## config.mk

```make
export PLATFORM = sky130hd
export DESIGN_NAME = legv8_multicycle_ctrl
export DESIGN_NICKNAME = d
export VERILOG_FILES = /design/src/rtl/legv8_multicycle_ctrl.sv
export SDC_FILE = /design/constraint.sdc
export NUM_CORES = 1
export LEC_CHECK = 0
export CAP_MARGIN = 10
export CELL_PAD_IN_SITES_DETAIL_PLACEMENT = 2
export CELL_PAD_IN_SITES_GLOBAL_PLACEMENT = 2
export CORE_MARGIN = 3
export CORE_UTILIZATION = 33
export DETAILED_ROUTE_END_ITERATION = 10
export HOLD_SLACK_MARGIN = 0.03
export PLACE_DENSITY_LB_ADDON = 0.05
export SYNTH_ARGS = -nofsm -noshare
export SYNTH_HDL_FRONTEND = slang
export SYNTH_SLANG_ARGS = --single-unit
```

## constraint.sdc

```tcl
create_clock -name CLOCK -period 10.69 [get_ports CLOCK]
set_input_delay 2.138 -clock CLOCK [delete_from_list [all_inputs] [get_ports CLOCK]]
set_output_delay 2.138 -clock CLOCK [all_outputs]
set_load 0.03 [all_outputs]
```

## src/rtl/legv8_multicycle_ctrl.sv

```systemverilog
// Multi-cycle LEGv8 control unit: owns the PC and IR, sequences FETCH/DECODE/EXECUTE/MEM/WRITEBACK
// and drives datapath selects, memory strobes and register numbers from the latched instruction.
module legv8_multicycle_ctrl #(
    parameter int unsigned         PC_WIDTH = 64,
    parameter logic [PC_WIDTH-1:0] RESET_PC = '0,
    parameter bit                  CBNZ_EN  = 1'b1
) (
    input  logic                CLOCK,
    input  logic                RESET_N,
    output logic                FETCH_REQ,
    input  logic                INSTR_VALID,
    input  logic [31:0]         INSTRUCTION,
    output logic [PC_WIDTH-1:0] PC,
    input  logic                ALU_ZERO,
    input  logic                MEM_READY,
    output logic                REG2LOC,
    output logic                ALUSRC,
    output logic                MEM2REG,
    output logic                MEMREAD,
    output logic                MEMWRITE,
    output logic                REGWRITE,
    output logic [1:0]          ALU_OP,
    output logic [4:0]          READ_REG_1,
    output logic [4:0]          READ_REG_2,
    output logic [4:0]          WRITE_REG,
    output logic [PC_WIDTH-1:0] IMM,
    output logic                ILLEGAL
);

    localparam logic [2:0] StFetch   = 3'd0;
    localparam logic [2:0] StDecode  = 3'd1;
    localparam logic [2:0] StExecute = 3'd2;
    localparam logic [2:0] StMem     = 3'd3;
    localparam logic [2:0] StWb      = 3'd4;

    logic [2:0]          state_q, state_d;
    logic [PC_WIDTH-1:0] pc_q, pc_d;
    logic [31:0]         ir_q, ir_d;

    logic is_b, is_cbz, is_cbnz, is_addi, is_subi, is_ldur, is_stur, is_rtype, is_illegal;
    logic is_branch, is_mem, active;
    logic reg2loc, alusrc, mem2reg;
    logic [1:0] alu_op;
    logic [PC_WIDTH-1:0] imm_raw, pc_plus4, branch_tgt;
    logic                taken;

    // Priority decode of the latched instruction word.
    always_comb begin
        is_b       = 1'b0;
        is_cbz     = 1'b0;
        is_cbnz    = 1'b0;
        is_addi    = 1'b0;
        is_subi    = 1'b0;
        is_ldur    = 1'b0;
        is_stur    = 1'b0;
        is_rtype   = 1'b0;
        is_illegal = 1'b0;
        if (ir_q[31:26] == 6'b000101) begin
            is_b = 1'b1;
        end else if (ir_q[31:24] == 8'b10110100) begin
            is_cbz = 1'b1;
        end else if (CBNZ_EN && (ir_q[31:24] == 8'b10110101)) begin
            is_cbnz = 1'b1;
        end else if (ir_q[31:22] == 10'b1001000100) begin
            is_addi = 1'b1;
        end else if (ir_q[31:22] == 10'b1101000100) begin
            is_subi = 1'b1;
        end else begin
            case (ir_q[31:21])
                11'b11111000010: is_ldur  = 1'b1;
                11'b11111000000: is_stur  = 1'b1;
                11'b10001011000,
                11'b11001011000,
                11'b10001010000,
                11'b10101010000: is_rtype = 1'b1;
                default:         is_illegal = 1'b1;
            endcase
        end
    end

    assign is_branch = is_b | is_cbz | is_cbnz;
    assign is_mem    = is_ldur | is_stur;

    always_comb begin
        reg2loc = is_stur | is_cbz | is_cbnz;
        alusrc  = is_addi | is_subi | is_ldur | is_stur;
        mem2reg = is_ldur;
        alu_op  = 2'b00;
        if (is_rtype) begin
            alu_op = 2'b10;
        end else if (is_addi | is_subi) begin
            alu_op = 2'b11;
        end else if (is_branch) begin
            alu_op = 2'b01;
        end
    end

    always_comb begin
        imm_raw = '0;
        if (is_ldur | is_stur) begin
            imm_raw = {{(PC_WIDTH - 9){ir_q[20]}}, ir_q[20:12]};
        end else if (is_addi | is_subi) begin
            imm_raw = {{(PC_WIDTH - 12){1'b0}}, ir_q[21:10]};
        end else if (is_cbz | is_cbnz) begin
            imm_raw = {{(PC_WIDTH - 19){ir_q[23]}}, ir_q[23:5]};
        end else if (is_b) begin
            imm_raw = {{(PC_WIDTH - 26){ir_q[25]}}, ir_q[25:0]};
        end
    end

    assign pc_plus4   = pc_q + PC_WIDTH'(4);
    assign branch_tgt = pc_q + (imm_raw << 2);
    assign taken      = is_b | (is_cbz & ALU_ZERO) | (is_cbnz & ~ALU_ZERO);

    always_comb begin
        state_d = state_q;
        pc_d    = pc_q;
        ir_d    = ir_q;
        case (state_q)
            StFetch: begin
                if (INSTR_VALID) begin
                    ir_d    = INSTRUCTION;
                    state_d = StDecode;
                end
            end
            StDecode: begin
                if (is_illegal) begin
                    pc_d    = pc_plus4;
                    state_d = StFetch;
                end else begin
                    state_d = StExecute;
                end
            end
            StExecute: begin
                if (is_branch) begin
                    pc_d    = taken ? branch_tgt : pc_plus4;
                    state_d = StFetch;
                end else if (is_mem) begin
                    state_d = StMem;
                end else begin
                    state_d = StWb;
                end
            end
            StMem: begin
                if (MEM_READY) begin
                    if (is_ldur) begin
                        state_d = StWb;
                    end else begin
                        pc_d    = pc_plus4;
                        state_d = StFetch;
                    end
                end
            end
            StWb: begin
                pc_d    = pc_plus4;
                state_d = StFetch;
            end
            default: state_d = StFetch;
        endcase
    end

    always_ff @(posedge CLOCK or negedge RESET_N) begin
        if (!RESET_N) begin
            state_q <= StFetch;
            pc_q    <= RESET_PC;
            ir_q    <= '0;
        end else begin
            state_q <= state_d;
            pc_q    <= pc_d;
            ir_q    <= ir_d;
        end
    end

    // Everything except the fetch request is quiet in FETCH, which also covers reset.
    assign active     = (state_q != StFetch);
    assign FETCH_REQ  = RESET_N & (state_q == StFetch);
    assign PC         = pc_q;
    assign REG2LOC    = active & reg2loc;
    assign ALUSRC     = active & alusrc;
    assign MEM2REG    = active & mem2reg;
    assign ALU_OP     = active ? alu_op : 2'b00;
    assign MEMREAD    = (state_q == StMem) & is_ldur;
    assign MEMWRITE   = (state_q == StMem) & is_stur;
    assign REGWRITE   = (state_q == StWb);
    assign ILLEGAL    = (state_q == StDecode) & is_illegal;
    assign READ_REG_1 = active ? ir_q[9:5] : 5'd0;
    assign READ_REG_2 = active ? (reg2loc ? ir_q[4:0] : ir_q[20:16]) : 5'd0;
    assign WRITE_REG  = active ? ir_q[4:0] : 5'd0;
    assign IMM        = active ? imm_raw : '0;

endmodule
```

=== Yosys cells after proc, flatten, opt, wreduce, memory -nomap -nowiden ===
Cells that the tools add are included.
W data, S select, Z words.

* RAM bits: 0
* Bits in read-only memories: 0
* Word-level logic and storage cells: 119
* Memories kept: 0
* Output and inout port bits: 153
* Bits in latches: 0
* Bits in registers: 99
* Input bits: 37

* Magnitude comparators: 0
* Add/subtract/negate cells: 2
* Equality and inequality tests: 20
* $mul: 0
* Shift-type cells: 0
* Div/mod/pow operators: 0
* Reduce and logical (&&, ||, !) cells: 8
* Bitwise gates (word level): 21
* Multiplexer cells: 65

{| class="wikitable"
|+ Operator list
! operator !! count
|-
| $mux W64 || 10
|-
| $pmux W64 S4 || 1
|-
| $eq A11 B11 Y1 const B || 6
|-
| $add A64 B3 Y64 const B || 1
|-
| $add A64 B64 Y64 || 1
|-
| $mux W1 || 40
|-
| $eq A10 B10 Y1 const B || 2
|-
| $mux W5 || 4
|-
| $eq A8 B8 Y1 const B || 2
|-
| $mux W3 || 5
|-
| $pmux W3 S4 || 1
|-
| $or A1 B1 Y1 || 11
|-
| $ne A2 B2 Y1 const B || 5
|-
| $and A1 B1 Y1 || 9
|-
| $mux W2 || 4
|-
| $eq A3 B2 Y1 const B || 2
|-
| $eq A6 B3 Y1 const B || 1
|-
| $reduce_or A6 Y1 || 1
|-
| $reduce_and A5 Y1 || 1
|-
| $reduce_and A2 Y1 || 2
|-
| $reduce_bool A4 Y1 || 1
|-
| $reduce_or A4 Y1 || 1
|-
| $eq A3 B1 Y1 const B || 1
|-
| $eq A3 B3 Y1 const B || 1
|-
| other kinds (3) || 3
|}

=== Logic depth before layout (Yosys ltp) ===
* Depth after elaboration: 13
* Gate-level depth with buffers: 19
* Mapped depth without buffers: 18

=== Worst setup path after synthesis ===
No wires, ideal clock.

* Path kind: register -> output
* From: reg ir_q[27]
* To: out IMM[26]
* Stages on the path, launching flop included: 8
* Arrival: 3.468 ns
* Required time: 8.552 ns
* Setup slack: 5.084 ns
* Cells stage by stage: dfrtp_1 > nor3b_1 > nor4bb_1 > clkbuf_1 > a21oi_1 > o21a_1 > nor2_1 > buf_4

* Cells in the longest elaborated chain, start to end: 10

{| class="wikitable"
|+ Ends and longest elaborated chain
! element !! RTL line !! text
|-
| from (decl) || 38 || <nowiki>logic [31:0] ir_q, ir_d;</nowiki>
|-
| from (signal assigned) || 170 || <nowiki>ir_q <= ir_d;</nowiki>
|-
| $eq A11 B11 Y1 or $eq A10 B10 Y1 (tied branches) || 69, 66 ||
|-
| $mux W1 (on tied branches) || 69, 66 ||
|-
| $mux W1 (on tied branches) || 66, 64 ||
|-
| $mux W1 (on tied branches) || 64, 62 ||
|-
| $mux W1 (on tied branches) || 62, 60 ||
|-
| $mux W1 (on tied branches) || 60, 58 ||
|-
| $mux W1 or $or A1 B1 Y1 (tied branches) || 58, 102 ||
|-
| $or A1 B1 Y1 or $mux W64 (tied branches) || 100, 102 ||
|-
| $mux W64 (*) || 100 || <nowiki>if (is_ldur | is_stur) begin</nowiki>
|-
| $mux W64 (*) || 189 || <nowiki>assign IMM = active ? imm_raw : '0;</nowiki>
|-
| to (decl) || 26 || <nowiki>output logic [PC_WIDTH-1:0] IMM,</nowiki>
|}

Mark *: on every way between the ends. The rest lies on a longest branch, timed or not.

=== Worst setup path after layout ===
* From: reg ir_q[27]
* To: out IMM[21]

The elaborated chain is that of the path after synthesis.

==> Flow_metrics.wiki <==
{| class="wikitable"
! Metric !! Value
|-
| Status || complete, no violations
|-
| FF-to-FF path depth || 17
|-
| Detail-routed net length per standard cell || 23.00 um
|-
| PortBufs || 187
|-
| Share of the core filled with cells || 41.11%
|-
| Yosys top cell area share || 23.89%
|-
| Count of pins on the block boundary || 190
|-
| Tightest Pin Transition || 0.9548 ns
|-
| Max stage delay on crit path || 0.76 ns
|-
| Vias || 10860
|-
| Post-CTS Hold Buffers || 0
|-
| Most used routing layer || met2
|-
| Post-synthesis sequential area ratio || 23.89%
|-
| Clock edge transition at the registers on the reported setup and hold paths || 0.07 ns
|-
| Layout Cell Area excl Fill || 12310 um2
|-
| Beginning of the worst hold path || PC[63]
|-
| WP data required || 8.55 ns
|-
| Area of the mapped netlist || 10160 um2
|-
| RD Place Congestion || 0.8773
|-
| Worst Setup Start Kind || flip-flop
|-
| Met2 routing resource usage after global routing || 42.60%
|-
| RSZ-0062 raised after global routing || false
|-
| Wire length of the first global-routing pass || 67.28 mm
|-
| Bufs on Longest Clock Path || 2
|-
| Number of CTS-inserted buffers || 9
|-
| Fin nets || 1553
|-
| Die boundary height || 181.5 um
|-
| Register-to-register setup slack || 4.99 ns
|-
| Cell at the slowest stage of the critical path || o21ai_0
|-
| Number of maximum-capacitance violations || 0
|-
| FF+latch count, synth || 97
|-
| Cells traversed along the worst timing path || nor3b_1 > and2_1 > nor2_1 > o21ai_0 > and2_1 > clkdlybuf4s50_1
|-
| Endpoint of the worst-slack reg-to-reg timing path || PC[57]
|-
| Starting density of the core || 33.92%
|-
| Overall track demand over capacity in global routing || 25.32%
|-
| TritonCTS clock tree || yes
|-
| Detail Placement HPWL || 32.69 mm
|-
| Count of different cell masters after synthesis || 79
|-
| Timing-limited maximum frequency || 166.0 MHz
|-
| Buffers and inverters on the worst path || 1
|-
| Post-Syn Area per Cell || 7.466 um2
|-
| Die outline width || 181.5 um
|-
| Post-CTS Setup Repair Bufs || 0
|-
| Pre-antenna DRT Iters || 5
|-
| End point of the most critical hold path || PC[63]
|-
| Pin count of the biggest net entering global routing || 62
|-
| Die Area || 32930 um2
|-
| Met3 Track Usage GR || 3.285%
|-
| Fin crit period || 6.025 ns
|-
| Classification of the worst setup path || reg -> out
|-
| Total core area || 29950 um2
|-
| Cell area power density || 120.9 nW/um2
|-
| Root Buffer Master || clkbuf_16
|-
| Clock latency of the later-clocked register in the worst-skew pair || 0.39 ns
|-
| Post-DP Area || 12020 um2
|-
| Kind of cell with the highest combined delay on the critical path || simple AND/OR/NAND/NOR gates
|-
| Fraction of final layout cells sized beyond drive strength 1 || 5.357%
|-
| Number of enable flip-flop cells after synthesis || 0
|-
| Overflow after GRT || 0
|-
| Data arrival time of the critical path || 3.89 ns
|-
| Worst VDD drop || 0.00007687 V
|-
| Antenna diode instance count || 0
|-
| Number of instances in the synthesized netlist || 1361
|-
| Post-cts sizing count || 0
|-
| Critical path endpoint category || primary output
|-
| Detailed Route Iter0 Violations || 667
|-
| Number of remaining DRC errors || 0
|-
| Filler instances || 3509
|-
| Clock tree skew after final layout || 0.009736 ns
|-
| Final hold violations || 0
|-
| Met1 GRT Util || 35.09%
|-
| Max-slew headroom at the worst pin || 36.11%
|-
| Total Neg Setup Slack || 0 ns
|-
| Std cell rows || 63
|-
| Drt via density || 5.885
|-
| R2R Path Start || ir_q[27]
|-
| Signed area change from the synthesized netlist to the final layout || 21.18%
|-
| Final WL || 42.46 mm
|-
| Final cycle utilization of the critical path || 56.36%
|-
| Total clock sinks || 97
|-
| Dominant synthesized flop cell || dfrtp_1
|-
| Remaining antenna violation count after routing || 0
|-
| Number of pins with negative max-slew slack in the final report || 0
|-
| Total leakage power || 4.992 nW
|-
| Tot Pwr || 1.489 mW
|-
| Cell seen most often among critical-path stages || and2_1
|-
| Share of flip-flops with an asynchronous set or reset after synthesis || 100.0%
|-
| Yosys top cell by area || dfrtp_1
|-
| Via count of the first global-routing pass || 11350
|-
| Top cells by area in the synthesized netlist || dfrtp_1, a21oi_1, ha_1
|-
| Number of stages on the worst hold path || 1
|-
| Initial antenna violation count || 0
|-
| Path type of the worst min-delay path || reg -> reg
|-
| H-tree depth || 3
|-
| Setup-violating endpoint count in the final report || 0
|-
| Number of synthesis warnings || 0
|-
| Worst-path maximum fanout || 23
|}
[how the worst max path moves through the flow]
stage | end | depth (start not counted) | start | slack, ns
after floorplan | IMM[26] | 7 | ir_q[27] | 5.08
after global placement | IMM[25] | 6 | ir_q[27] | 4.81
after detailed placement | IMM[57] | 6 | ir_q[27] | 4.53
after CTS | IMM[57] | 6 | ir_q[27] | 4.13
after global routing | PC[56] | 17 | ir_q[27] | 4.47
final | IMM[21] | 6 | ir_q[27] | 4.66
[flip-flops by register name (all words and copies together), names as in the netlist]
signal	cells
PC	62
state_q	3
ir_q	32
[through the flow]
stage	worst slack [ns]	hold WS (ns)	std cells
finish	4.665	0.4821	1846
global route	4.474	0.5110	1846
CTS	4.127	0.4929	1845
detailed placement	4.534	0.4826	1829
global placement	4.808	0.4643	1829
floorplan	5.084	0.4958	1362
[cell usage in the layout (no fill, tap or decap), drive strengths merged, types with 18 or more instances in the layout]
cell type	instances
clkdlybuf4s50	186
a21oi	181
nand2	152
o21ai	109
dfrtp	97
nor2	95
ha	64
nand3	46
and2	40
xnor2	35
inv	35
nand4	32
nor3	32
a21o	31
mux2	30
xor2	23
a221oi	18
[power breakdown]
group	total, mW	switching [mW]	internal (mW)
sequential	0.524	0.106	0.419
combinational	0.623	0.383	0.239
clock	0.342	0.180	0.162
[logic make-up after synthesis]
group / count (synthesis) / synth area share [%]
flops: 97 / 23.89
fa+ha+maj: 65 / 8.078
compound gates: 465 / 27.93
other cells: 1 / 0.03691
buf+inv: 151 / 7.179
mux: 37 / 4.014
xor+xnor: 58 / 4.999
simple gates: 487 / 23.88
[layout make-up]
class	count	area, um2	area share, %
inverter	31	116.4	0.9450
clock buffer	10	229.0	1.860
clock inverter	6	47.55	0.3861
timing repair buffer	198	1959	15.91
multi-input combinational	1114	7046	57.22
sequential	97	2427	19.71
tap	390	488.0	3.963
[synth_stat cells (all sizes together) (9+ instances only)]
cell / n
nand2: 152
buf: 56
nor2b: 10
or3: 9
nand3: 46
clkbuf: 64
mux2: 30
dfrtp: 97
a221oi: 18
and3: 17
nor4: 12
inv: 31
nor2: 95
nand2b: 10
a211oi: 14
a21oi: 181
ha: 64
a21o: 31
o21ai: 109
xnor2: 35
xor2: 23
o22ai: 17
and2: 40
nand4: 32
o21a: 10
nor3: 32
o21bai: 14
[per-layer routing]
layer,routed length (um),part of all wire [%]
met1,20170,47
met2,20060,47
met3,1788,4.2
met4,445,1.0
met5,0,0
Power figures use the tool's default switching activity.
